[config.mk]
export PLATFORM = sky130hd
export DESIGN_NAME = dmem_ctrl
export DESIGN_NICKNAME = d
export VERILOG_FILES = /design/src/rtl/dmem_pkg.sv /design/src/rtl/dmem_timeout.sv /design/src/rtl/dmem_ctrl.sv
export SDC_FILE = /design/constraint.sdc
export NUM_CORES = 1
export LEC_CHECK = 0
export BUFFER_PORTS_ARGS = -buffer_cell sky130_fd_sc_hd__buf_2
export CORE_AREA = 10 10 124 126
export DETAILED_ROUTE_END_ITERATION = 8
export DIE_AREA = 0 0 134 136
export PLACE_DENSITY = 0.92
export SLEW_MARGIN = 20
export SYNTH_ARGS = -nofsm -noshare
export SYNTH_HDL_FRONTEND = slang
export SYNTH_SLANG_ARGS = --single-unit
[constraint.sdc]
create_clock -name clk -period 12.93 [get_ports clk]
set_clock_uncertainty 0.2 [all_clocks]
set_input_delay 3.879 -clock clk [delete_from_list [all_inputs] [get_ports clk]]
set_output_delay 3.879 -clock clk [all_outputs]
set_load 0.05 [all_outputs]
[src/rtl/dmem_pkg.sv]
`default_nettype none
// ============================================================================
// Module   : dmem_pkg
// Brief    : Shared types and constants for the data-memory controller.
// Revision : 1.0 - initial release
// ============================================================================
package dmem_pkg;

  // Controller states.
  typedef enum logic [1:0] {
    IDLE = 2'd0,
    BUSY = 2'd1,
    DONE = 2'd2,
    ERR  = 2'd3
  } state_t;

  // Clears the byte-within-doubleword offset of a byte address.
  localparam logic [63:0] DW_ALIGN_MASK = 64'hFFFF_FFFF_FFFF_FFF8;

  // Load data returned to the core on any error completion.
  localparam logic [31:0] ERR_DATA_DEFAULT = 32'h0000_0000;

  // Default bus timeout and the counter width it implies.
  localparam int TIMEOUT_DEFAULT = 16;
  localparam int CNT_W           = $clog2(TIMEOUT_DEFAULT);

  // Counter width for an arbitrary timeout (timeout >= 2).
  function automatic int cnt_width(input int timeout);
    return $clog2(timeout);
  endfunction

endpackage
`default_nettype wire

[src/rtl/dmem_timeout.sv]
`default_nettype none
// ============================================================================
// Module   : dmem_timeout
// Brief    : Saturating up-counter with clear/enable; hit flags TIMEOUT-1.
// Revision : 1.0 - initial release
// ============================================================================
module dmem_timeout #(
  parameter int TIMEOUT = 16,
  parameter int CNT_W   = 4
) (
  input  logic clk,
  input  logic rst,
  input  logic clr,
  input  logic en,
  output logic hit
);

  localparam logic [CNT_W-1:0] LAST = CNT_W'(TIMEOUT - 1);

  logic [CNT_W-1:0] cnt;

  // Count BUSY cycles; hold at LAST so the counter never wraps.
  always_ff @(posedge clk or posedge rst) begin
    if (rst) begin
      cnt <= '0;
    end else if (clr) begin
      cnt <= '0;
    end else if (en && (cnt != LAST)) begin
      cnt <= cnt + CNT_W'(1);
    end
  end

  assign hit = (cnt == LAST);

endmodule
`default_nettype wire

[src/rtl/dmem_ctrl.sv]
`default_nettype none
// ============================================================================
// Module   : dmem_ctrl
// Brief    : Core load/store port to 64-bit req/ack memory bridge with stall,
//            load lane select, misaligned-load and bus-timeout errors.
// Revision : 1.0 - initial release
// ============================================================================
module dmem_ctrl
  import dmem_pkg::*;
#(
  parameter int          ADDR_W   = 32,
  parameter int          TIMEOUT  = TIMEOUT_DEFAULT,
  parameter logic [31:0] ERR_DATA = ERR_DATA_DEFAULT
) (
  input  logic              clk,
  input  logic              nrst,
  input  logic              cpu_req,
  input  logic              cpu_we,
  input  logic [ADDR_W-1:0] cpu_addr,
  input  logic [63:0]       cpu_wdata,
  input  logic [7:0]        cpu_wmask,
  output logic [31:0]       cpu_rdata,
  output logic              cpu_stall,
  output logic              cpu_err,
  output logic              mem_req,
  output logic              mem_we,
  output logic [ADDR_W-1:0] mem_addr,
  output logic [63:0]       mem_wdata,
  output logic [7:0]        mem_wstrb,
  input  logic              mem_ack,
  input  logic [63:0]       mem_rdata
);

  localparam int TCNT_W = cnt_width(TIMEOUT);

  state_t            state, state_n;
  logic              we_q;
  logic [ADDR_W-1:0] addr_q;
  logic [63:0]       wdata_q;
  logic [7:0]        wmask_q;
  logic [31:0]       rdata_q;

  logic capture;
  logic cnt_clr;
  logic cnt_en;
  logic cnt_hit;
  logic load_ack;

  dmem_timeout #(
    .TIMEOUT (TIMEOUT),
    .CNT_W   (TCNT_W)
  ) u_timeout (
    .clk (clk),
    .rst (nrst),
    .clr (cnt_clr),
    .en  (cnt_en),
    .hit (cnt_hit)
  );

  // State register; reset forces IDLE so mem_req drops without waiting for a clock.
  always_ff @(posedge clk or posedge nrst) begin
    if (nrst) state <= IDLE;
    else      state <= state_n;
  end

  // Next-state decode and the state-derived handshake outputs.
  always_comb begin
    state_n   = state;
    capture   = 1'b0;
    cnt_clr   = 1'b0;
    cnt_en    = 1'b0;
    cpu_stall = 1'b0;
    cpu_err   = 1'b0;
    mem_req   = 1'b0;
    case (state)
      IDLE: begin
        if (cpu_req) begin
          cpu_stall = 1'b1;
          capture   = 1'b1;
          cnt_clr   = 1'b1;
          if (!cpu_we && (cpu_addr[1:0] != 2'b00)) state_n = ERR;
          else if (cpu_we && (cpu_wmask == 8'h00))  state_n = DONE;
          else                                      state_n = BUSY;
        end
      end
      BUSY: begin
        mem_req   = 1'b1;
        cpu_stall = 1'b1;
        cnt_en    = 1'b1;
        // An ack coinciding with the timeout compare still completes normally.
        if (mem_ack)      state_n = DONE;
        else if (cnt_hit) state_n = ERR;
      end
      DONE: state_n = IDLE;
      ERR: begin
        cpu_err = 1'b1;
        state_n = IDLE;
      end
      default: state_n = IDLE;
    endcase
  end

  // Capture the request so the bus sees stable values for the whole transaction.
  always_ff @(posedge clk or posedge nrst) begin
    if (nrst) begin
      we_q    <= 1'b0;
      addr_q  <= '0;
      wdata_q <= '0;
      wmask_q <= '0;
    end else if (capture) begin
      we_q    <= cpu_we;
      addr_q  <= cpu_addr;
      wdata_q <= cpu_wdata;
      wmask_q <= cpu_wmask;
    end
  end

  assign load_ack = (state == BUSY) && mem_ack && !we_q;

  // Latch the addressed 32-bit lane of a completed load; stores leave it alone.
  always_ff @(posedge clk or posedge nrst) begin
    if (nrst)          rdata_q <= '0;
    else if (load_ack) rdata_q <= addr_q[2] ? mem_rdata[63:32] : mem_rdata[31:0];
  end

  assign cpu_rdata = (state == ERR) ? ERR_DATA : rdata_q;
  assign mem_we    = we_q;
  assign mem_addr  = addr_q & DW_ALIGN_MASK[ADDR_W-1:0];
  assign mem_wdata = wdata_q;
  assign mem_wstrb = wmask_q;

endmodule
`default_nettype wire

==> reports/results.tsv <==
stage	metric	value	unit
status	run status	finished clean	
timing	unrepaired setup endpoints after global routing	no	
placed_design	number of cells in the design after placement	1103	
grt	initial antenna violation count	0	
clocking	number of H-tree levels	4	
routing	Total Routed Length	18100	µm
grt	global-route wire length before repair	27900	µm
routing	first-pass iteration count of the detailed router	4	
setup_path	kind of end point of the critical path	output port	
routing	DRC violation count after routing	0	
final_layout	post-route core utilization	0.632	
timing	Final Cycle Share	0.662	
floorplan	Core ar.	0.0130	mm²
clocking	buffer count from post-CTS setup fixing	0	
routing	number of violations reported at the end of detailed-routing iteration 0	309	
synthesis	most instantiated library cell after synthesis	sky130_fd_sc_hd__nand2_1	
placed_design	number of port buffers	309	
floorplan	number of rows created at floorplan	42	
grt	largest net degree at the start of global routing	102	
synthesis	Mapped Avg Cell Area	9.03	µm²
clocking	Clock Root Buffer	sky130_fd_sc_hd__clkbuf_16	
clocking	clock net sink count	141	
setup_path	end of the worst register-to-register path	u_timeout.cnt[2]	
synthesis	Yosys top cell area share	0.573	
timing	f_max	117	MHz
run	# Max-Cap Violations	0	
synthesis	Synthesis Warnings	0	
synthesis	post-synthesis cell count	682	
timing	count of endpoints failing setup in the final report	0	
floorplan	starting density of the core	0.474	
timing	final count of hold timing violations	0	
setup_path	worst setup slack for register-to-register paths	10.65	ns
synthesis	FFs w/ async S/R, synth	1.00	
timing	slew at the pin with the worst max-slew slack	0.903	ns
setup_path	Crit Reg-Reg Startpoint	state[1]	
clocking	clock tree from TritonCTS	yes	
final_layout	number of antenna diodes	0	
grt	via count of the first global-routing pass	5457	
placed_design	global placer's final weighted congestion	0.868	
timing	Post-Route Setup TNS	0	ns
floorplan	DIE HEIGHT	136	µm
setup_path	kind of critical path	input pin to output port	
clocking	insertion delay of the later-clocked pin in the worst-skew pair	0.41	ns
floorplan	I/O pin count	313	
setup_path	Required @ worst endpoint	8.85	ns
grt	sum of overflow across all layers after global routing	0	
routing	final antenna-violating net count	0	
synthesis	post-synth design cell area	0.00616	mm²
final_layout	NumNets Final	1121	
final_layout	synthesis-to-layout area growth	33.2	%
synthesis	number of distinct standard cells referenced by the synthesized netlist	29	
placed_design	total half-perimeter wirelength after legalization and detailed placement	13700	µm
clocking	maximum clock insertion buffer count	2	
timing	crit path time final	8.57	ns
timing	final number of max-transition violations	0	
clocking	hold buffers post-CTS	0	
routing	wire per inst	16.0	µm
hold_path	WHS Endpoint	addr_q[12]	
synthesis	fraction of the yosys area taken by sequential cells	0.573	
timing	remaining max-slew budget at the tightest pin	0.398	
clocking	Reg clk slew, reported paths	0.06	ns
synthesis	most used standard cells in the synthesized netlist	sky130_fd_sc_hd__nand2_1 (311), sky130_fd_sc_hd__dfrtp_1 (141), sky130_fd_sc_hd__nor2_1 (36)	
grt	total routing usage reported by global routing	0.192	
synthesis	prevailing post-synth register cell	sky130_fd_sc_hd__dfrtp_1	
clocking	CTS Buf Count	17	
synthesis	cell type with the highest aggregate area in the netlist	sky130_fd_sc_hd__dfrtp_1	
setup_path	sort of element at the start of the critical path	input pin	
routing	DR vias/cell	4.65	
clocking	CTS resizes	0	
floorplan	horizontal extent of the die	134	µm
setup_path	R2R depth	4	
placed_design	Post-Place Worst Slack	4.37	ns
floorplan	floorplan die area	0.0182	mm²
setup_path	Worst EP arrival	4.49	ns
final_layout	non-filler cells, final	1135	
synthesis	ranking of synthesized cells by area	sky130_fd_sc_hd__dfrtp_1 (57%), sky130_fd_sc_hd__nand2_1 (19%), sky130_fd_sc_hd__mux2i_1 (5.4%), sky130_fd_sc_hd__buf_4 (4.3%), sky130_fd_sc_hd__and2_1 (3.3%)	
final_layout	share of post-route cells with drive strength above 1	0.365	
hold_path	Hold Crit Depth	2	
hold_path	worst hold start	addr_q[12]	
final_layout	filler instances	1055	
synthesis	flop and latch count out of synthesis	141	
hold_path	worst hold path class	flip-flop to flip-flop	
routing	vias post-DR	5273	
timing	final worst-path setup slack	4.36	ns
setup_path	crit path max fanout	3	
synthesis	number of flops mapped to enable cells by yosys	0	
metal layers:
metal / wire length (µm) / up-vias / GRT usage / part of all wire
li1: - / 2619 / - / -
met1: 6790 / 2413 / 0.204 / 0.37
met2: 9290 / 210 / 0.330 / 0.51
met3: 1570 / 31 / 0.0782 / 0.087
met4: 461 / 0 / 0.0871 / 0.025
met5: 0 / - / 0 / 0
logic make-up (layout without fill, tap and decap cells):
family                     count (synthesis)  after routing  share of synthesized area
other                                      1              3                   0.000609
and+or+nand+nor                          392            392                      0.259
muxes                                     33             33                     0.0536
DFF                                      141            141                      0.573
adders and majority gates                  1              1                    0.00203
AOI/OAI and AO/OA                         40             40                     0.0345
buffers and inverters                     74            349                     0.0768
placed cells by master, fill, tap and decap left out, types with 2 or more instances in the layout:
cell type                    Yosys  final
sky130_fd_sc_hd__a21oi_1        34     34
sky130_fd_sc_hd__mux2i_1        33     33
sky130_fd_sc_hd__inv_1           4      3
sky130_fd_sc_hd__and2_1         32     32
sky130_fd_sc_hd__bufinv_16       0      4
sky130_fd_sc_hd__o21ai_0         2      2
sky130_fd_sc_hd__clkinvlp_4      0      2
sky130_fd_sc_hd__conb_1          1      3
sky130_fd_sc_hd__clkinv_4        0      2
sky130_fd_sc_hd__or3_1           2      2
sky130_fd_sc_hd__nor2_1         36     36
sky130_fd_sc_hd__dfrtp_1       141    140
sky130_fd_sc_hd__clkbuf_16       0     17
sky130_fd_sc_hd__nand2_1       311    311
sky130_fd_sc_hd__nor3_1          2      2
sky130_fd_sc_hd__buf_4          35      4
sky130_fd_sc_hd__clkbuf_8        0      5
sky130_fd_sc_hd__buf_2          21    309
through the flow:
stage | hold WS, ns | instance area (µm²)
CTS | 0.271 | 8190
global placement | 0.252 | 7530
floorplan | 0.247 | 6170
finish | 0.267 | 8200
global route | 0.290 | 8200
detailed placement | 0.256 | 7530
registers in the layout, indices dropped and copies added, names as in the netlist:
register / cells
state: 2
rdata_q: 32
u_timeout.cnt: 4
mem_wstrb: 8
mem_we: 1
mem_wdata: 64
addr_q: 30
final cells by class:
cell class	count	area (µm²)	area share
Clock inverter	9	158	0.0192
Clock buffer	22	494	0.0603
Timing Repair Buffer	314	1590	0.194
Sequential cell	141	3530	0.430
Tap cell	176	220	0.0268
Multi-Input combinational cell	469	2190	0.267
Inverter	4	20.0	0.00244
critical path: stages:
cell and delay, ns:
sky130_fd_sc_hd__buf_2 0.10, sky130_fd_sc_hd__nor2_1 0.04, sky130_fd_sc_hd__nor2_1 0.15, sky130_fd_sc_hd__buf_2 0.31
how the worst max path moves through the flow:
stage          depth (start not counted)  slack, ns         to  startpoint
2_1_floorplan                          2       4.27  cpu_stall     cpu_req
3_3_place_gp                           4       4.37  cpu_stall     cpu_req
3_5_place_dp                           4       4.37  cpu_stall     cpu_req
4_1_cts                                4       4.36  cpu_stall     cpu_req
5_1_grt                                4       4.32  cpu_stall     cpu_req
6_report                               4       4.36  cpu_stall     cpu_req
Power is not shown: default switching activity piles up to over one toggle a cycle in this logic, so the estimate is an artifact.
